## config.mk

```make
export PLATFORM = sky130hd
export DESIGN_NAME = led_frame_arbiter
export DESIGN_NICKNAME = d
export VERILOG_FILES = /design/src/rtl/led_pkg.sv /design/src/rtl/led_hold_timer.sv /design/src/rtl/led_frame_arbiter.sv
export SDC_FILE = /design/constraint.sdc
export NUM_CORES = 1
export LEC_CHECK = 0
export CAP_MARGIN = 20
export CORE_ASPECT_RATIO = 0.6
export CORE_MARGIN = 3
export CORE_UTILIZATION = 50
export DETAILED_ROUTE_END_ITERATION = 10
export DONT_BUFFER_PORTS = 1
export HOLD_SLACK_MARGIN = 0.03
export SYNTH_ARGS = -nofsm -noshare
export SYNTH_HDL_FRONTEND = slang
export SYNTH_SLANG_ARGS = --single-unit
```

## constraint.sdc

```tcl
create_clock -name clk12MHz -period 5.35 [get_ports clk12MHz]
set_clock_uncertainty 0.1 [all_clocks]
set_input_delay 0.535 -clock clk12MHz [delete_from_list [all_inputs] [get_ports clk12MHz]]
set_output_delay 0.535 -clock clk12MHz [all_outputs]
set_load 0.005 [all_outputs]
```

## src/rtl/led_pkg.sv

```systemverilog
// Shared state encodings and owner codes for the LED frame arbiter,
// its scan driver and the top level.
package led_pkg;

    typedef enum logic [1:0] {
        ST_IDLE    = 2'b00,
        ST_GRANT_A = 2'b01,
        ST_GRANT_B = 2'b10
    } state_t;

    localparam logic [1:0] OWNER_NONE = 2'b00;
    localparam logic [1:0] OWNER_A    = 2'b01;
    localparam logic [1:0] OWNER_B    = 2'b10;

endpackage

```

## src/rtl/led_hold_timer.sv

```systemverilog
// Grant dwell timer: loads HOLD_CYCLES-1 on i_load, counts down to 0 and saturates.
// o_zero is a direct decode of the count register; no backpressure.
module led_hold_timer #(
    parameter int unsigned HOLD_CYCLES = 1200000
) (
    input  logic clk12MHz,
    input  logic rst_n,
    input  logic i_load,
    output logic o_zero
);

    logic [31:0] r_cnt;

    always_ff @(posedge clk12MHz or negedge rst_n) begin
        if (!rst_n) begin
            r_cnt <= 32'd0;
        end else if (i_load) begin
            r_cnt <= 32'(HOLD_CYCLES - 1);
        end else if (r_cnt != 32'd0) begin
            r_cnt <= r_cnt - 32'd1;
        end
    end

    assign o_zero = (r_cnt == 32'd0);

endmodule

```

## src/rtl/led_frame_arbiter.sv

```systemverilog
// Two-requester arbiter for the LED matrix with minimum grant dwell and fair alternation.
// Outputs registered, one cycle after the deciding edge; requesters wait by holding req high.
module led_frame_arbiter
    import led_pkg::*;
#(
    parameter int unsigned HOLD_CYCLES = 1200000
) (
    input  logic        clk12MHz,
    input  logic        rst_n,
    input  logic        req_a,
    input  logic [31:0] frame_a,
    output logic        ack_a,
    input  logic        req_b,
    input  logic [31:0] frame_b,
    output logic        ack_b,
    output logic [7:0]  l1,
    output logic [7:0]  l2,
    output logic [7:0]  l3,
    output logic [7:0]  l4,
    output logic [1:0]  owner
);

    state_t      r_state;
    logic [1:0]  r_last_served;
    logic [1:0]  r_owner;
    logic [31:0] r_rows;
    logic        r_ack_a;
    logic        r_ack_b;
    logic        w_zero;
    logic        w_grant_a;
    logic        w_grant_b;

    // Grant decisions feed both the FSM and the dwell timer load.
    always_comb begin
        w_grant_a = 1'b0;
        w_grant_b = 1'b0;
        case (r_state)
            ST_IDLE: begin
                if (req_a && (!req_b || r_last_served == OWNER_B)) begin
                    w_grant_a = 1'b1;
                end else if (req_b) begin
                    w_grant_b = 1'b1;
                end
            end
            ST_GRANT_A: w_grant_b = w_zero && req_b;
            ST_GRANT_B: w_grant_a = w_zero && req_a;
            default: ;
        endcase
    end

    led_hold_timer #(
        .HOLD_CYCLES(HOLD_CYCLES)
    ) u_hold_timer (
        .clk12MHz (clk12MHz),
        .rst_n    (rst_n),
        .i_load   (w_grant_a | w_grant_b),
        .o_zero   (w_zero)
    );

    always_ff @(posedge clk12MHz or negedge rst_n) begin
        if (!rst_n) begin
            r_state       <= ST_IDLE;
            r_last_served <= OWNER_B;
            r_owner       <= OWNER_NONE;
            r_rows        <= 32'd0;
            r_ack_a       <= 1'b0;
            r_ack_b       <= 1'b0;
        end else begin
            r_ack_a <= 1'b0;
            r_ack_b <= 1'b0;
            if (w_grant_a) begin
                r_state       <= ST_GRANT_A;
                r_rows        <= frame_a;
                r_ack_a       <= 1'b1;
                r_owner       <= OWNER_A;
                r_last_served <= OWNER_A;
            end else if (w_grant_b) begin
                r_state       <= ST_GRANT_B;
                r_rows        <= frame_b;
                r_ack_b       <= 1'b1;
                r_owner       <= OWNER_B;
                r_last_served <= OWNER_B;
            end else begin
                // Owner keeps refreshing rows while it requests; a dropped req freezes them.
                case (r_state)
                    ST_GRANT_A: begin
                        if (req_a) begin
                            r_rows <= frame_a;
                        end else if (w_zero) begin
                            r_state <= ST_IDLE;
                            r_rows  <= 32'd0;
                            r_owner <= OWNER_NONE;
                        end
                    end
                    ST_GRANT_B: begin
                        if (req_b) begin
                            r_rows <= frame_b;
                        end else if (w_zero) begin
                            r_state <= ST_IDLE;
                            r_rows  <= 32'd0;
                            r_owner <= OWNER_NONE;
                        end
                    end
                    ST_IDLE: ;
                    default: begin
                        r_state <= ST_IDLE;
                        r_rows  <= 32'd0;
                        r_owner <= OWNER_NONE;
                    end
                endcase
            end
        end
    end

    assign ack_a = r_ack_a;
    assign ack_b = r_ack_b;
    assign owner = r_owner;
    assign l1    = r_rows[7:0];
    assign l2    = r_rows[15:8];
    assign l3    = r_rows[23:16];
    assign l4    = r_rows[31:24];

endmodule
```

# Yosys cells after proc, flatten, opt, wreduce, memory -nomap -nowiden
# Index checks and enable logic that the tools add are counted.
# op_classes
n_bitwise	1
n_mux	30
reduce_logical	11
eq_ne	6
addsub	1
# op_table
op	count
$mux 32	7
$pmux 32 s3	1
$logic_not 32->1	1
$reduce_bool 32->1	1
$sub 32x1->32 const B	1
$mux 2	12
$pmux 2 s3	2
$ne 4x4->1 const B	2
$mux 1	6
$eq 2x2->1 const B	2
$pmux 1 s2	2
$reduce_bool 2->1	2
$logic_and 1x1->1	3
$ne 3x3->1 const B	1
$reduce_and 3->1	1
$eq 2x1->1 const B	1
$logic_not 2->1	1
$logic_not 1->1	1
$logic_or 1x1->1	1
$or 1x1->1	1
# totals
wordCells	56
regBits	72
output_inout_bits	36
in_bits	68

# Longest topological paths before layout
# logic_depth
ltp_word	7
mapped_depth	10

# Modules after synthesis
# From an unflattened synthesis, not the netlist that was laid out.
# hier_totals
cells_unflattened	412
hier_area_um2	4334.2
# modules_own_cells
module	area_each_um2	seq_area_each_um2	cells_each	n_inst
led_frame_arbiter	2513.7	952.2	226	1
led_hold_timer	1820.5	800.8	186	1

# Worst setup path after synthesis
# No wires, ideal clock.
# synth_timing
path_kind	register -> register
startpoint	register u_hold_timer.r_cnt[4]
endpoint	register r_rows[0]
setup_slack_ps	2881
t_arrival_ps	2243
n_path_buf	1
required_ps	5124
stages_incl_launch_ff	9
synth_period_minus_slack_ps	2469
setup_time_ps	126
cell_sequence	dfrtp_1 or4_4 nor4_4 a41oi_2 nand2b_4 clkinv_8 nor2_4 buf_6 a221o_1
# synth_lines
item	line_no	source
start, declared	led_hold_timer.sv:12	logic [31:0] r_cnt;
start signal, assigned	led_hold_timer.sv:18	r_cnt <= 32'(HOLD_CYCLES - 1);
start signal, assigned	led_hold_timer.sv:20	r_cnt <= r_cnt - 32'd1;
$logic_not 32->1 *	led_hold_timer.sv:24	assign o_zero = (r_cnt == 32'd0);
$logic_and 1x1->1 *	led_frame_arbiter.sv:46	ST_GRANT_B: w_grant_a = w_zero && req_a;
$pmux 1 s2 *	led_frame_arbiter.sv:37	case (r_state)
net w_grant_a	led_frame_arbiter.sv:30	logic w_grant_a;
$ne 3x3->1 (no source line) / $mux 32 (equally long branches)	n/a	
end signal, assigned	led_frame_arbiter.sv:73	r_rows <= frame_a;
end signal, assigned	led_frame_arbiter.sv:79	r_rows <= frame_b;
end signal, assigned	led_frame_arbiter.sv:88	r_rows <= frame_a;
end, declared	led_frame_arbiter.sv:26	logic [31:0] r_rows;
# Mark *: on every way through the listed nets, which the timed path passes. The rest lies on a longest branch.
# A chain may end at the register's enable or synchronous reset.

# Final worst setup path
# layout_timing
startpoint	register u_hold_timer.r_cnt[4]
endpoint	register r_rows[0]
# layout_between
elab_chain_cells	6
# layout_lines
item	line_no	source
$logic_not 32->1 *	led_hold_timer.sv:24	
$mux 32	n/a	
$mux 32, on equally long branches	n/a	
$pmux 32 s3	n/a	
$mux 32	led_frame_arbiter.sv:77	end else if (w_grant_b) begin
$mux 32	led_frame_arbiter.sv:71	if (w_grant_a) begin
# Mark *: on every way between the ends. The rest lies on a longest branch, timed or not.

==> results.md <==
- The run finished with clean final reports.
- The final period demand of the worst path is 3260 ps.
- The worst register-to-register path begins at u_hold_timer.r_cnt[4].
- The wire length after detailed routing is 8610 um.
- The most common cell in the netlist is sky130_fd_sc_hd__dfrtp_1.
- Global routing consumed, over all layers together, 20.6% of the routing resources.
- Across all register-to-register paths, the minimum setup slack is 2090 ps.
- The highest fanout seen on the critical path is 31.
- The via density per instance is 5.99.
- The number of top-level pins is 104.
- The worst path required time is 5460 ps.
- Of the available clock period, the critical path in the final layout requires 60.9%.
- The detailed-route wire length per cell is 18.3 um.
- The slowest stage of the critical path is the sky130_fd_sc_hd__nand3_1 cell.
- The number of failing hold endpoints at the final stage is 0.
- The post-synthesis instance total is 367.
- Combinational logic burns 31.9% of the power.
- Traced cell by cell, the critical path runs through or4_4 -> nor4_4 -> nand3_1 -> nand3_1 -> a21oi_2 -> buf_4 -> a221o_1.
- The first-iteration detailed-routing DRC count is 213.
- Measured along the y axis, the die boundary spans 72.9 um.
- The residual overflow from global routing is 0.
- The highest achievable clock rate is 0.307 GHz.
- For this block, the via count after detailed routing is 2817.
- The root buffer selected by CTS is sky130_fd_sc_hd__clkbuf_16.
- The power dissipated by switching net loads is 677 uW.
- In this run the remaining antenna-violating nets after routing total 0.
- The TritonCTS clock tree is built.
- The share of the yosys chip area belonging to registers is 47.0%.
- The register cell area after layout is 1750 um2.
- The distinct cell type count after synthesis is 56.
- Ranked by instance count, the synthesized netlist is headed by 69 x sky130_fd_sc_hd__dfrtp_1, 41 x sky130_fd_sc_hd__nor2_1, 32 x sky130_fd_sc_hd__nor2b_1.
- The critical path starts at u_hold_timer.r_cnt[4].
- The worst hold path belongs to the class in2reg.
- The largest vdd supply drop is 0.252 mV.
- By area the synthesized netlist is led by sky130_fd_sc_hd__dfrtp_1 46%, sky130_fd_sc_hd__a221o_1 8.3%, sky130_fd_sc_hd__xor2_1 5.4%.
- The count of endpoints failing setup in the final report is 0.
- The H-tree was split into 3 levels.
- The clock edge transition at the registers on the reported setup and hold paths is 50 ps.
- After floorplanning, the core was sized to cover 6940 um2.
- The most numerous cell type found on the critical path is sky130_fd_sc_hd__nand3_1.
- The detailed placement HPWL is 5990 um.
- Entering global routing, the biggest net connects 71 pins.
- The die footprint is 8560 um2.
- Setup repair after global routing left no endpoint under its margin.
- The total count of max-transition violations in the final report is 0.
- After filler insertion, the fill cell instance count of the layout stands at 590.
- STA classifies the critical path startpoint as a register.
- The net total in the final layout is 438.
- Wire segments on met2 add up to 3690 um in the final route.
- At the end of routability-driven placement, the weighted congestion stood at 0.833.
- The critical path crosses 7 cells after its start point.
- From synthesis to final layout, the design area changed by 9.06%.
- The async set-reset flop share out of synthesis is 100%.
- The register share of total power is 40.3%.
- Summed over all nets, wire length on met3 after detailed routing comes to 629 um.
- The remaining routing DRC violations is 0.
- Adding up every negative setup slack in the final design gives 0 ps.
- The synthesized design contains 0 enable-type register cells.
- For the worst setup path, the data arrival time is 3370 ps.
- The endpoint identified for the worst register-to-register timing path is r_rows[0].
- The final total power is 1.90 mW.
- The count of state elements after synthesis is 70.
- The fraction of final layout cells with drive strength greater than 1 is 9.21%.
- Grouping stages by cell kind, the critical path spends the most delay in simple AND/OR/NAND/NOR gates.
- At the pin with the least slew margin, the transition time is 980 ps.
- The internal power is 1.23 mW.
- The cell type with the largest total area after synthesis is sky130_fd_sc_hd__dfrtp_1.
- In this run the most critical hold path is launched from frame_b[10].
- Gates resized during post-CTS repair numbered 0.
- The static leakage is 1.65 nW.
- In this run, CTS created clock tree buffers numbering 9.
- After detailed routing, no signal wire sits above met4.
- When the netlist entered floorplanning its net count stood at 439.
- The clock network accounts for 27.8% of the total power.
- The tightest slew margin relative to the limit is 34.4%.
- The number of synthesis warnings is 0.
- The mapped netlist covers 3730 um2.
- The via count of the first global-routing pass is 2739.
- Measured along the x axis, the die boundary spans 117 um.
- The switching share of total power is 35.5%.
- The clock tree buffer depth is 2.
- The initial utilization of the core area, before any placement, comes to 53.7%.
- The number of cells traversed by the worst register-to-register path is 7.
- The worst setup path is captured at a register.
- The quantity of I/O buffers inserted on ports is 0.
- Power spread over the standard cell area amounts to 468 nW/um2.
- The fraction of synthesized cell area taken by the top area cell type is 46.3%.
- The max capacitance violation total is 0.
- The latest clock arrival within the worst-skew pair is 330 ps.
- The row count is 23.
- The multi-input combinational cells in the finished layout cover a total of 1820 um2.
- The most instantiated flip-flop cell in the synthesis netlist is sky130_fd_sc_hd__dfrtp_1.
- The initial antenna violation count is 1.
- The capture point of the worst path is r_rows[0].
- The detailed-route wire length on metal 1 is 4270 um.
- The number of buffer and inverter instances along the worst setup path is 1.
- The first detailed-routing pass took 5 iterations.
- The kind of critical path is reg2reg.
- The number of clock sinks is 70.
- The largest single stage delay on the critical path is 630 ps.
- In this run the mean area of a mapped cell was 10.2 um2.
- The first global-routing pass estimated 14100 um of wire.
==> flip-flops by register name, indices dropped and copies added (netlist names) <==
register,count
u_hold_timer.r_cnt,32
ack_a,1
r_last_served,2
owner,2
r_rows,32
ack_b,1
==> timing repair <==
| item | CTS | global route |
|---|---|---|
| buffers inserted | 0 | 0 |
| hold buffers | 2 | 0 |
| hold endpoints to repair | 70 | 0 |
==> metrics by stage <==
stage                     util, %  worst slack [ps]  hold slack (ps)  instances  area [um2]
after floorplan                 -              2880              139        367        3730
after detailed placement     54.2              2130              141        453        3760
after global placement       54.2              2150              141        453        3760
after global routing         58.6              1900              231        470        4070
after CTS                    58.6              2090              238        469        4060
final                        58.6              2090              247        470        4070
==> worst reg2reg max path, delay by kind of cell (launching register included) <==
family          cells  cell delay, ps
compound gates      2             430
buf+inv             1             250
flops               1             420
simple gates        4            1930
==> metal layers <==
layer	global-route usage [%]	up-vias
met2	28.6	104
met5	0	-
met3	7.82	4
li1	-	1326
met1	30.5	1383
met4	4.94	0
==> layout make-up <==
cell class              count  area share [%]
multi-input cells         271            44.7
flip-flops and latches     70            43.1
clock buffers              10            5.88
well taps                 100            3.08
repair buffers              4            1.29
inverters                  10            1.23
clock inverters             4           0.616
diodes                      1          0.0616
==> power groups by stage <==
stage                     sequential (mW)  clock, mW  combinational (mW)
final                               0.767      0.529               0.607
after detailed placement            0.773          0               0.601
after floorplan                     0.743          0               0.532
after global placement              0.777          0               0.583
after global routing                0.781      0.566               0.681
after CTS                           0.768      0.542               0.612
==> worst min-delay path by stage <==
| stage | endpoint | slack (ps) | cells past startpoint |
|---|---|---|---|
| 6_report | r_rows[10] | 250 | 1 |
| 2_1_floorplan | ack_a | 140 | 0 |
| 4_1_cts | r_rows[14] | 240 | 1 |
| 5_1_grt | r_rows[10] | 230 | 1 |
| 3_5_place_dp | u_hold_timer.r_cnt[0] | 140 | 0 |
| 3_3_place_gp | u_hold_timer.r_cnt[0] | 140 | 0 |
==> layout by cell type, fill, tap and decap left out, drive strengths merged, types with 2 or more instances in the layout <==
cell,synthesis,routed
inv,8,8
nand2,31,31
nor2b,32,32
nor2,42,42
xor2,23,23
a221o,31,31
o211a,2,2
o21ai,9,9
nand3b,2,2
nand4,8,8
or4,4,4
clkinvlp,0,2
xnor2,5,5
ha,4,4
a21oi,4,4
nor4,9,9
clkinv,2,4
or3,4,4
nand3,20,20
buf,7,3
or2,2,2
and4,3,3
nor3,6,6
clkbuf,9,10
dfrtp,69,69
nand2b,6,6
a211oi,2,2
nor3b,3,3
o221ai,2,2
==> kinds of logic (layout without fill, tap and decap cells) <==
kind of cell	Yosys count	in the layout	share of synthesized area, %
simple gates	176	176	25.7
compound gates	62	62	14.8
fa+ha+maj	4	4	1.34
mux	1	1	0.269
other cells	0	1	0
xor+xnor	28	28	6.58
flops	70	70	47.0
buf+inv	26	28	4.20
No activity file was read; power rests on OpenSTA's default activity.
